**src/rtl/decode_issue_queue_if.sv**
```systemverilog
// decode_issue_queue_if: fetch-side, issue-side and flush signals of the decode issue queue
interface decode_issue_queue_if #(
  parameter int DEPTH = 4,
  parameter int EXC_W = 32
);
  logic                    flush;
  logic                    in_valid;
  logic                    in_ready;
  logic [31:0]             in_pc;
  logic [31:0]             in_instr;
  logic                    out_valid;
  logic                    out_ready;
  logic [31:0]             out_pc;
  logic [31:0]             out_instr;
  logic                    out_wreg;
  logic                    out_wmem;
  logic                    out_is_branch;
  logic                    out_in_delayslot;
  logic                    out_wcp0;
  logic                    out_rcp0;
  logic [4:0]              out_cp0_addr;
  logic [EXC_W-1:0]        out_exception;
  logic [$clog2(DEPTH):0]  count;
  modport master (
    output flush, in_valid, in_pc, in_instr, out_ready,
    input  in_ready, out_valid, out_pc, out_instr, out_wreg, out_wmem, out_is_branch,
           out_in_delayslot, out_wcp0, out_rcp0, out_cp0_addr, out_exception, count
  );
  modport slave (
    input  flush, in_valid, in_pc, in_instr, out_ready,
    output in_ready, out_valid, out_pc, out_instr, out_wreg, out_wmem, out_is_branch,
           out_in_delayslot, out_wcp0, out_rcp0, out_cp0_addr, out_exception, count
  );
endinterface

```
**src/rtl/decode_issue_queue.sv**
```systemverilog
// decode_issue_queue: IF->ID instruction FIFO whose head is decoded into a registered control/exception bundle
module decode_issue_queue #(
  parameter int DEPTH = 4,
  parameter int EXC_W = 32
) (
  input logic                clk,
  input logic                rst,
  decode_issue_queue_if.slave io
);
  localparam int AW = $clog2(DEPTH);
  typedef struct packed {
    logic [31:0]      pc;
    logic [31:0]      instr;
    logic             wreg;
    logic             wmem;
    logic             is_branch;
    logic             in_ds;
    logic             wcp0;
    logic             rcp0;
    logic [4:0]       cp0_addr;
    logic [EXC_W-1:0] exc;
  } bundle_t;
  logic [31:0]   pc_mem    [DEPTH];
  logic [31:0]   instr_mem [DEPTH];
  logic [AW-1:0] wr_ptr_q, wr_ptr_d, rd_ptr_q, rd_ptr_d;
  logic [AW:0]   count_q, count_d;
  logic          ds_q, ds_d, out_valid_q, out_valid_d;
  bundle_t       out_q, out_d;
  logic          in_ready, push, pop;
  logic [31:0]   h_pc, h_instr;
  logic [5:0]    op, fn;
  logic [4:0]    rt;
  logic          r_wreg, r_ok, ri_ok, mtc0, mfc0, eret, op_ok, aerr;
  logic          br, wreg, wmem, wcp0, rcp0;
  logic [4:0]    cp0_addr;
  logic [6:0]    exc7;
  // count can only reach DEPTH (a power of 2) when its MSB is set
  assign in_ready = ~count_q[AW];
  assign push     = io.in_valid & in_ready & ~io.flush;
  assign pop      = (count_q != '0) & (~out_valid_q | io.out_ready);
  assign h_pc     = pc_mem[rd_ptr_q];
  assign h_instr  = instr_mem[rd_ptr_q];
  always_comb begin
    op       = h_instr[31:26];
    rt       = h_instr[20:16];
    fn       = h_instr[5:0];
    r_wreg   = fn inside {[6'd32:6'd39], 6'd42, 6'd43, 6'd0, 6'd2, 6'd3, 6'd4, 6'd6, 6'd7, 6'd9, 6'd16, 6'd18};
    r_ok     = r_wreg | (fn inside {6'd8, [6'd24:6'd27], 6'd17, 6'd19, 6'd12, 6'd13});
    ri_ok    = rt inside {5'd0, 5'd1, 5'd16, 5'd17};
    mtc0     = (h_instr[31:21] == 11'b01000000100) & (h_instr[10:3] == 8'd0);
    mfc0     = (h_instr[31:21] == 11'b01000000000) & (h_instr[10:3] == 8'd0);
    eret     = (op == 6'd16) & (fn == 6'd24);
    op_ok    = ((op == 6'd0) & r_ok) | ((op == 6'd1) & ri_ok) | mtc0 | mfc0 | eret |
               (op inside {[6'd2:6'd15], 6'd32, 6'd33, 6'd35, 6'd36, 6'd37, 6'd40, 6'd41, 6'd43});
    aerr     = h_pc[1:0] != 2'd0;
    br       = (op inside {[6'd2:6'd7]}) | ((op == 6'd1) & ri_ok) | ((op == 6'd0) & (fn inside {6'd8, 6'd9}));
    wreg     = ~aerr & (((op == 6'd0) & r_wreg & (h_instr != 32'd0)) | mfc0 |
               ((op == 6'd1) & (rt inside {5'd16, 5'd17})) |
               (op inside {[6'd8:6'd15], 6'd3, 6'd32, 6'd33, 6'd35, 6'd36, 6'd37}));
    wmem     = ~aerr & (op inside {6'd40, 6'd41, 6'd43});
    wcp0     = ~aerr & mtc0;
    rcp0     = ~aerr & mfc0;
    cp0_addr = (wcp0 | rcp0) ? h_instr[15:11] : 5'd0;
    exc7     = aerr                          ? 7'h20 :
               !op_ok                        ? 7'h40 :
               (op == 6'd0) & (fn == 6'd12)  ? 7'h01 :
               (op == 6'd0) & (fn == 6'd13)  ? 7'h02 :
               eret                          ? 7'h04 : 7'h00;
  end
  always_comb begin
    wr_ptr_d    = wr_ptr_q + AW'(push);
    rd_ptr_d    = rd_ptr_q + AW'(pop);
    count_d     = count_q + (AW+1)'(push) - (AW+1)'(pop);
    out_valid_d = pop | (out_valid_q & ~io.out_ready);
    ds_d        = pop ? br : ds_q;
    out_d       = pop ? {h_pc, h_instr, wreg, wmem, br, ds_q, wcp0, rcp0, cp0_addr, EXC_W'(exc7)} : out_q;
  end
  always_ff @(posedge clk) begin
    if (push) begin
      pc_mem[wr_ptr_q]    <= io.in_pc;
      instr_mem[wr_ptr_q] <= io.in_instr;
    end
  end
  always_ff @(posedge clk) begin
    if (rst || io.flush) begin
      wr_ptr_q    <= '0;
      rd_ptr_q    <= '0;
      count_q     <= '0;
      ds_q        <= 1'b0;
      out_valid_q <= 1'b0;
    end else begin
      wr_ptr_q    <= wr_ptr_d;
      rd_ptr_q    <= rd_ptr_d;
      count_q     <= count_d;
      ds_q        <= ds_d;
      out_valid_q <= out_valid_d;
    end
  end
  always_ff @(posedge clk) begin
    if (rst) out_q <= '0;
    else if (!io.flush) out_q <= out_d;
  end
  assign io.in_ready         = in_ready;
  assign io.count            = count_q;
  assign io.out_valid        = out_valid_q;
  assign io.out_pc           = out_q.pc;
  assign io.out_instr        = out_q.instr;
  assign io.out_wreg         = out_q.wreg;
  assign io.out_wmem         = out_q.wmem;
  assign io.out_is_branch    = out_q.is_branch;
  assign io.out_in_delayslot = out_q.in_ds;
  assign io.out_wcp0         = out_q.wcp0;
  assign io.out_rcp0         = out_q.rcp0;
  assign io.out_cp0_addr     = out_q.cp0_addr;
  assign io.out_exception    = out_q.exc;
endmodule
```
**src/flat_wrapper.sv**
```systemverilog
// flat-port wrapper written by rule: the top's interface ports become plain ports
module decode_issue_queue_flat 
#(
  parameter int DEPTH = 4,
  parameter int EXC_W = 32
)
  (clk, rst, io_flush, io_in_valid, io_in_pc, io_in_instr, io_out_ready, io_in_ready, io_out_valid, io_out_pc, io_out_instr, io_out_wreg, io_out_wmem, io_out_is_branch, io_out_in_delayslot, io_out_wcp0, io_out_rcp0, io_out_cp0_addr, io_out_exception, io_count);
  decode_issue_queue_if #(.DEPTH(DEPTH), .EXC_W(EXC_W)) io_i ();
  input logic clk;
  input logic rst;
  input wire logic [$bits(io_i.flush)-1:0] io_flush;
  input wire logic [$bits(io_i.in_valid)-1:0] io_in_valid;
  input wire logic [$bits(io_i.in_pc)-1:0] io_in_pc;
  input wire logic [$bits(io_i.in_instr)-1:0] io_in_instr;
  input wire logic [$bits(io_i.out_ready)-1:0] io_out_ready;
  output wire logic [$bits(io_i.in_ready)-1:0] io_in_ready;
  output wire logic [$bits(io_i.out_valid)-1:0] io_out_valid;
  output wire logic [$bits(io_i.out_pc)-1:0] io_out_pc;
  output wire logic [$bits(io_i.out_instr)-1:0] io_out_instr;
  output wire logic [$bits(io_i.out_wreg)-1:0] io_out_wreg;
  output wire logic [$bits(io_i.out_wmem)-1:0] io_out_wmem;
  output wire logic [$bits(io_i.out_is_branch)-1:0] io_out_is_branch;
  output wire logic [$bits(io_i.out_in_delayslot)-1:0] io_out_in_delayslot;
  output wire logic [$bits(io_i.out_wcp0)-1:0] io_out_wcp0;
  output wire logic [$bits(io_i.out_rcp0)-1:0] io_out_rcp0;
  output wire logic [$bits(io_i.out_cp0_addr)-1:0] io_out_cp0_addr;
  output wire logic [$bits(io_i.out_exception)-1:0] io_out_exception;
  output wire logic [$bits(io_i.count)-1:0] io_count;
  assign io_i.flush = io_flush;
  assign io_i.in_valid = io_in_valid;
  assign io_i.in_pc = io_in_pc;
  assign io_i.in_instr = io_in_instr;
  assign io_i.out_ready = io_out_ready;
  assign io_in_ready = io_i.in_ready;
  assign io_out_valid = io_i.out_valid;
  assign io_out_pc = io_i.out_pc;
  assign io_out_instr = io_i.out_instr;
  assign io_out_wreg = io_i.out_wreg;
  assign io_out_wmem = io_i.out_wmem;
  assign io_out_is_branch = io_i.out_is_branch;
  assign io_out_in_delayslot = io_i.out_in_delayslot;
  assign io_out_wcp0 = io_i.out_wcp0;
  assign io_out_rcp0 = io_i.out_rcp0;
  assign io_out_cp0_addr = io_i.out_cp0_addr;
  assign io_out_exception = io_i.out_exception;
  assign io_count = io_i.count;
  decode_issue_queue #(.DEPTH(DEPTH), .EXC_W(EXC_W)) u_core (.clk(clk), .rst(rst), .io(io_i));
endmodule
```
**config.mk**
```make
export PLATFORM = sky130hd
export DESIGN_NAME = decode_issue_queue_flat
export DESIGN_NICKNAME = d
export VERILOG_FILES = /design/src/rtl/decode_issue_queue_if.sv /design/src/rtl/decode_issue_queue.sv /design/src/flat_wrapper.sv
export SDC_FILE = /design/constraint.sdc
export NUM_CORES = 1
export LEC_CHECK = 0
export CORE_MARGIN = 8
export CORE_UTILIZATION = 35
export DETAILED_ROUTE_END_ITERATION = 8
export GPL_TIMING_DRIVEN = 0
export PLACE_DENSITY = 0.58
export SYNTH_ARGS = -nofsm -noshare
export SYNTH_HDL_FRONTEND = slang
export SYNTH_SLANG_ARGS = --single-unit
```
**constraint.sdc**
```tcl
create_clock -name clk -period 12.9 [get_ports clk]
set_input_delay 1.935 -clock clk [delete_from_list [all_inputs] [get_ports clk]]
set_output_delay 1.935 -clock clk [all_outputs]
set_load 0.1 [all_outputs]
```
==> impl_metrics.tcl, run 1 <==
set metrics [dict create \
    hold_violations 0 \
    hold-worst-slack_ns 0.448 \
    cp_data_required_time_ns 13.12 \
    fp.dieW_um 208 \
    crit_path_end_kind "flop" \
    r2r-start "u_core.rd_ptr_q[1]" \
    multi_input_area_mm2 0.00315 \
    root_buffer "clkbuf_16" \
    first_global_vias 7768 \
    worst_ep_arrival_time_ns 4.68 \
    drive_above_1_share_pct 15.8 \
    outcome "finished clean" \
    dp_hpwl_mm 22.5 \
    gp_congestion 0.805 \
    tightest_slew_ns 1.12 \
    min_period_ns 4.46 \
    final_nets 1109 \
    die_h_um 208 \
    grtUsageTotal_pct 14.7 \
    layout_common_cells "edfxtp_1 (256), clkdlybuf4s50_1 (153), nand2_1 (140)" \
    first_pass_iters 5 \
    wl_mm 32.5 \
    htree_levels 2 \
    critPathBufInv 4 \
    synth_cells 806 \
    grt_max_degree 43 \
    p_leak_uw 0.00533 \
    path_depth 6 \
    synth_edf_count 256 \
    finalMaxSlewViolations 0 \
    remaining_drc_errors 0 \
    r2r_setup_slack_ns 9.56 \
    fillerInstances 3251 \
    peakVddDrop_v 0.000144 \
    final_util_pct 45.0 \
    rr_worst_depth 8 \
    antenna_found_initial 4 \
    powerDensity_mw_per_mm2 214 \
    yosys_warnings 0 \
    dp.cells 1464 \
    cts_resized 0 \
    crit_chain "clkdlybuf4s50_1 > nor3b_1 > nor3b_2 > buf_4 > buf_6 > buf_6" \
    cts.sinks 345 \
    rsz0062_at_grt "false" \
    drv_cap 0 \
    ys_seq_area_share_pct 73.2 \
    min_to "u_core.io.out_exception[0]" \
    core_mm2 0.0365 \
    syn_to_final_growth_pct 27.2 \
    avgSynthCellArea_um2 16.0 \
    cp_common_cell "buf_6" \
    fmax_ghz 0.224 \
    vias 7438 \
    cp-start-kind "input port" \
    cts_tree "done" \
    timing.rr.end "u_core.io.out_cp0_addr[0]" \
    layout_commonest_cell "edfxtp_1" \
    insertion_delay_ns 0.51 \
    slew_headroom_pct 25.3 \
    setup_viol 0 \
    grt_first_pass_wirelength_mm 48.7 \
    crit_type "in2reg" \
    worstPathMaxFanout 10 \
    async_flop_share_pct 0 \
    final_antenna_net_count 0 \
    clk_pin_slew_ns 0.06 \
    ys_ff_latch 345 \
    finalPower_uw 3520 \
    cts_buffer_depth 3 \
    drtIter0Drc 449 \
    skew_ns 0.0124 \
    fin_tns_setup_ns 0 \
    hold_path.class "reg2reg" \
    worstHoldStart "u_core.io.out_exception[0]" \
    register_area_mm2 0.00947 \
    finalNonFillerCells 1531 \
    num_rows 70 \
    hold_depth 2 \
    cts.hold.buffers_added 0 \
    post_cts_buffers 0 \
    synth_ff_type "edfxtp_1" \
    critPathSlowestCell "nor3b_2" \
    synth.distinct_cells 49 \
    cts_buffers 37 \
    finalCritPeriodShare_pct 34.6 \
    start_util_pct 35.4 \
    io_pins 181 \
    die_area_mm2 0.0433 \
    syn_area_mm2 0.0129 \
    wl_per_cell_um 21.2 \
    critPathTopFamily "simple AND/OR/NAND/NOR gates" \
    crit_path_max_incr_delay_ns 0.86 \
    numPortBuffers 153 \
    grt.overflow.total 0 \
    viasPerCell 4.86 \
]
==> cell usage after synthesis (all sizes together) (2+ instances only) <==
cell type / instances / share of area (%)
edfxtp: 256 / 59
nand2: 140 / 4.1
dfxtp: 89 / 14
a21oi: 75 / 2.9
mux4: 64 / 11
buf: 41 / 2.2
nor2: 30 / 0.87
clkbuf: 27 / 0.78
inv: 10 / 0.29
nor3: 8 / 0.35
a22oi: 7 / 0.41
nor4: 7 / 0.39
nand4: 5 / 0.24
ha: 4 / 0.39
o21ai: 4 / 0.15
and2: 3 / 0.15
nor3b: 3 / 0.17
or3: 3 / 0.15
xnor2: 3 / 0.20
nand2b: 2 / 0.097
nand3b: 2 / 0.12
o311ai: 2 / 0.14
o41ai: 2 / 0.14
==> final cells by class <==
type / count / area share, %
sequential: 345 / 57.6
timing repair buffer: 164 / 10.3
clock inverter: 7 / 0.259
multi-input combinational: 409 / 19.2
inverter: 10 / 0.228
clock buffer: 59 / 6.50
tap: 468 / 3.56
antenna: 1 / 0.0152
buffer: 68 / 2.37
==> cells by family (layout without fill, tap and decap cells) <==
family                     count (synthesis)  in the layout  synth area share, %
AOI/OAI and AO/OA                         98             98                 4.28
xor gates and xnor gates                   4              4                0.271
adders and majority gates                  5              5                0.542
buffers and inverters                     78            308                 3.31
DFF                                      345            345                 73.2
muxes                                     65             65                 11.3
other                                      1             28               0.0290
and+or+nand+nor                          210            210                 7.03
==> power by group <==
| group | internal (uW) | switching [uW] |
|---|---|---|
| clock | 568 | 411 |
| sequential | 1280 | 49.6 |
| combinational | 324 | 882 |
| total | 2170 | 1340 |
==> stage by stage <==
stage	setup WS (ns)	cell area (um2)
after detailed placement	7.84	15300
after CTS	8.35	16400
after floorplan	5.23	13000
after global routing	8.22	16400
final	8.44	16400
after global placement	-0.117	15100
==> registers in the layout (all words and copies together), names as in the netlist, 2 cells and up <==
signal and count:
u_core.instr_mem 128, u_core.pc_mem 128, u_core.io.out_instr 32, u_core.io.out_pc 32
u_core.io.out_cp0_addr 5, u_core.io.out_exception 5, u_core.io.count 3, u_core.rd_ptr_q 2
u_core.wr_ptr_q 2
==> worst max-delay path by stage <==
stage | end | startpoint
after floorplan | u_core.instr_mem[0][0] | io_flush
after global placement | u_core.pc_mem[0][6] | io_flush
after detailed placement | u_core.pc_mem[0][6] | io_flush
after CTS | u_core.pc_mem[0][6] | io_flush
after global routing | u_core.pc_mem[0][6] | io_flush
final | u_core.pc_mem[0][11] | io_flush
==> per-layer routing <==
| layer | GRT usage [%] | routed length [um] | up-vias |
|---|---|---|---|
| met4 | 3.96 | 656 | 6 |
| met1 | 19.2 | 14400 | 3701 |
| li1 | - | - | 3455 |
| met2 | 23.7 | 15100 | 218 |
| met3 | 4.33 | 2250 | 58 |
| met5 | 0 | 41 | - |
==> worst register-to-register path, cell delays in order (launching register included) <==
cell,delay (ns)
dfxtp_1,0.35
buf_2,0.26
clkbuf_1,0.67
mux4_2,0.47
nor4_1,0.46
nand4_1,0.33
nor3_2,0.50
a22oi_1,0.13
nor2_1,0.12
Power figures use the tool's default switching activity.
==> inputs of run 2 (changes only) <==
==> constraint.sdc (replaced) <==
create_clock -name clk -period 4.7 [get_ports clk]
set_input_delay 0.705 -clock clk [delete_from_list [all_inputs] [get_ports clk]]
set_output_delay 0.705 -clock clk [all_outputs]
set_load 0.1 [all_outputs]
==> run 2 against run 1 <==
  * Via count rose by 0.52%
  * Worst setup slack lost 6.9 ns
  * Sequential cell count unchanged
  * First-iteration DRC count rose by 13%
  * Largest power group unchanged
  * Wire length fell by 1.3%
  * Total power grew to 2.8 times the previous value
  * Die area stayed put
  * Critical endpoint is now u_core.io.out_cp0_addr[0]
  * Clock power increased to 3.0 times the previous value
  * Design area grew 1.2%
==> impl_metrics.tcl, run 2 (synthesis results as in run 1) <==
set metrics [dict create \
    cp-start-kind "flop" \
    critPathTopFamily "simple AND/OR/NAND/NOR gates" \
    vias 7477 \
    met2_usage_pct 23.8 \
    busiest_layer "met2" \
    layout_common_cells "edfxtp_1 (256), clkdlybuf4s50_1 (153), nand2_1 (140)" \
    core_mm2 0.0365 \
    insertion_delay_ns 0.52 \
    root_buffer "clkbuf_16" \
    tightest_slew_ns 1.12 \
    hold_violations 0 \
    die_h_um 208 \
    fin_tns_setup_ns 0 \
    wl_mm 32.0 \
    outcome "finished clean" \
    cts_tree "done" \
    hold_depth 2 \
    design_area_mm2 0.0166 \
    die_area_mm2 0.0433 \
    worst_ep_arrival_time_ns 3.62 \
    clk_pin_slew_ns 0.06 \
    cts_buffers 37 \
    finalCritPeriodShare_pct 67.7 \
    cts_buffer_depth 3 \
    cts_resized 0 \
    finalNonFillerCells 1532 \
    num_rows 70 \
    critPathBufInv 2 \
    drv_cap 0 \
    reg_top3 "u_core.instr_mem x128, u_core.pc_mem x128" \
    crit_type "reg2reg" \
    dp_hpwl_mm 22.2 \
    fp.dieW_um 208 \
    fillerInstances 3228 \
    p_leak_uw 0.00542 \
    hold_path.class "reg2reg" \
    antenna_found_initial 5 \
    hold-worst-slack_ns 0.454 \
    io_pins 181 \
    numPortBuffers 153 \
    p_comb_share_pct 33.5 \
    finalMaxSlewViolations 0 \
    drtIter0Drc 508 \
    critPathSlowestCell "clkbuf_1" \
    rsz0062_at_grt "false" \
    skew_ns 0.0165 \
    grt_first_pass_wirelength_mm 48.6 \
    r2r-start "u_core.rd_ptr_q[1]" \
    sw_frac_of_total_pct 37.4 \
    p_clk_share_pct 29.7 \
    min_period_ns 3.18 \
    grtUsageTotal_pct 14.6 \
    slew_headroom_pct 25.2 \
    timing.rr.end "u_core.io.out_cp0_addr[0]" \
    worstPathMaxFanout 10 \
    powerDensity_mw_per_mm2 595 \
    cts.sinks 345 \
    syn_to_final_growth_pct 28.7 \
    htree_levels 2 \
    crit_path_end_kind "flop" \
    power_switching_uw 3700 \
    grt_max_degree 50 \
    final_nets 1108 \
    placed_cell_area_mm2 0.0154 \
    fmax_ghz 0.314 \
    crit_chain "buf_2 > clkbuf_1 > mux4_2 > nor4_1 > nand4_1 > nor3_2 > a22oi_1 > nor2_1" \
    first_pass_iters 4 \
    min_to "u_core.io.out_instr[8]" \
    post_cts_buffers 0 \
    wl_per_cell_um 20.9 \
    dp.cells 1463 \
    setup_viol 0 \
    layout_commonest_cell "edfxtp_1" \
    first_global_vias 7880 \
    seqPwrFrac_pct 36.8 \
    cts.hold.buffers_added 0 \
    final_util_pct 45.6 \
    final_antenna_net_count 0 \
    cp_data_required_time_ns 5.14 \
    power.internal_uw 6200 \
    grt.overflow.total 0 \
    start_util_pct 35.4 \
    drive_above_1_share_pct 16.4 \
    crit_path_max_incr_delay_ns 0.59 \
    remaining_drc_errors 0 \
    r2r_setup_slack_ns 1.52 \
    worstHoldStart "u_core.io.out_instr[8]" \
    gp_congestion 0.777 \
    viasPerCell 4.88 \
    rr_worst_depth 8 \
    met1_usage_pct 18.7 \
    peakVddDrop_v 0.000465 \
    met3_usage_pct 4.58 \
]
-- run 2: cell types whose count changed in the layout (fill, tap and decap cells not counted), sizes merged --
cell / before / now
buf: 52 / 51
inv: 12 / 11
clkinvlp: 0 / 1
bufinv: 0 / 2
clkbuf: 86 / 82
clkinv: 5 / 9
-- run 2: tightest hold or removal path: cells and delay by family, from the launching register on --
kind             cells  cell delay [ns]
flip-flops           1             0.31
AND/OR/NAND/NOR      1             0.05
AO/OA/AOI/OAI        1             0.05
-- run 2: layout make-up --
cell class                 instances  area, um2  share of cell area (%)
sequential                       345       9470                    56.9
multi-input combinational        409       3160                    19.0
timing repair buffer             163       1750                    10.5
clock buffer                      55       1140                    6.83
tap                              468        586                    3.52
buffer                            68        390                    2.35
clock inverter                    13        116                   0.699
inverter                          10       37.5                   0.225
antenna                            1       2.50                  0.0150
-- run 2: power groups by stage --
stage,Clock [uW],Combinational (uW),Sequential [uW]
floorplan,0,1190,4950
global placement,0,3310,3720
detailed placement,0,3360,3710
CTS,3020,3370,3650
global route,3120,3530,3670
finish,2940,3320,3640
-- run 2: worst max-delay path by stage --
stage	start	to	slack [ns]	depth (start not counted)
2_1_floorplan	u_core.io.count[2]	u_core.instr_mem[2][0]	0.23	3
3_3_place_gp	io_flush	u_core.pc_mem[2][6]	-2.94	4
3_5_place_dp	io_out_ready	u_core.io.out_pc[22]	0.94	8
4_1_cts	io_out_ready	u_core.io.out_pc[22]	1.47	8
5_1_grt	u_core.rd_ptr_q[1]	u_core.io.out_cp0_addr[0]	1.33	8
6_report	u_core.rd_ptr_q[1]	u_core.io.out_cp0_addr[0]	1.52	8
-- run 2: metrics by stage --
step	power, uW	worst slack, ns
2_1_floorplan	6140	0.230
3_3_place_gp	7030	-2.94
3_5_place_dp	7070	0.941
4_1_cts	10000	1.47
5_1_grt	10300	1.33
6_report	9900	1.52
-- run 2: per-layer routing --
layer / up-vias / part of all wire (%) / wire length (um)
met1: 3729 / 43 / 13600
met2: 245 / 47 / 15100
met5: - / 0.18 / 57
met3: 54 / 8.5 / 2720
li1: 3441 / - / -
met4: 8 / 1.8 / 561
==> variant: new RTL, flow settings as in run 1 <==
Reset style: asynchronous (`rst`), changed in one clocked block.
--- a/src/rtl/decode_issue_queue.sv
+++ b/src/rtl/decode_issue_queue.sv
@@ -97,5 +97,5 @@
     end
   end
-  always_ff @(posedge clk) begin
+  always_ff @(posedge clk or posedge rst) begin
     if (rst) out_q <= '0;
     else if (!io.flush) out_q <= out_d;
Formal check against the unedited RTL: differs if rst is asserted again (counterexample within 4 cycles, from zero or initial values and one cycle with rst high); with rst held inactive, the same outputs for 4 cycles.
==> variant against run 1 <==
  * Core utilization up 0.13 points
  * Cell area increased by 2.5%
  * Sequential power increased by 6%
  * Count of clock-buffer cells in the layout fell by 7
  * Wire length shrank 2.2%
  * Combinational power grew 35%
  * Sequential cell count is the same
  * Worst hold slack improved by 0.013 ns
  * Setup slack improved by 0.38 ns
  * Critical path depth fell by 5
  * Area after synthesis rose by 1.8%
  * Clock skew increased by 0.0090 ns
  * Non-clock buffer count decreased by 6
  * Total power up 16%
  * Largest power group is now combinational cells
==> variant: results <==
export IMPL_run_status="completed"
export IMPL_total_leakage_power_nw=6.167
export IMPL_synth_cell_types=53
export IMPL_tapCellCount=474
export IMPL_ys_top_cells_by_area="edfxtp_1, dfrtp_1, mux4_2"
export IMPL_critPathArrivalTime_ns=2.15
export IMPL_power_frac_seq_pct=34.4
export IMPL_slew_headroom_pct=29.25
export IMPL_insertion_delay_ns=0.53
export IMPL_ff2ff_path_depth=7
export IMPL_sw_frac_of_total_pct=41.65
export IMPL_grt_pass1_wl_mm=48.47
export IMPL_worstPathMaxFanout=5
export IMPL_critPathTopFamily="buffers and inverters"
export IMPL_vdd_ir_drop_worst_mv=0.1653
export IMPL_synth_common_cells="edfxtp_1, nand2_1, dfrtp_1"
export IMPL_n_antenna_cell=0
export IMPL_critPathLaunch="u_core.io.count[1]$_SDFF_PP0_"
export IMPL_grt_max_degree=62
export IMPL_n_all_buffers=226
export IMPL_drtIter0Drc=364
export IMPL_fin_area_um2=16850
export IMPL_gp_congestion=0.7388
export IMPL_max_stage_delay_ns=1.19
export IMPL_multi_input_gates=395
export IMPL_r2r_slack_ns=9.99
export IMPL_num_clock_buffers=52
export IMPL_multi_input_area_um2=3017
[variant: worst register-to-register path: stages (launching register included)]
cell and delay (ns):
dfxtp_1 0.33, clkbuf_1 0.58, mux4_2 0.44, nor4_1 0.46, and4_1 0.34, nand2_2 0.13, nor2_2 0.36, a22o_1 0.19
[variant: cell families (layout without fill, tap and decap cells)]
logic type / after synthesis / after routing / share of synthesized area (%)
adder cells (fa/ha/maj): 5 / 5 / 0.5323
AO/OA/AOI/OAI: 35 / 35 / 1.910
AND/OR/NAND/NOR: 259 / 259 / 8.231
flip-flops: 345 / 345 / 74.97
other: 1 / 27 / 0.02849
buffers and inverters: 68 / 303 / 3.041
XOR/XNOR: 5 / 5 / 0.3327
multiplexers: 64 / 64 / 10.95
[variant: per-layer routing]
layer  wire length, µm  up-vias  GRT usage [%]
li1                  -     3339              -
met2             14720      205          22.89
met5                92        -              0
met3              2083       62          4.203
met4               696       14          4.204
met1             14150     3677          19.20
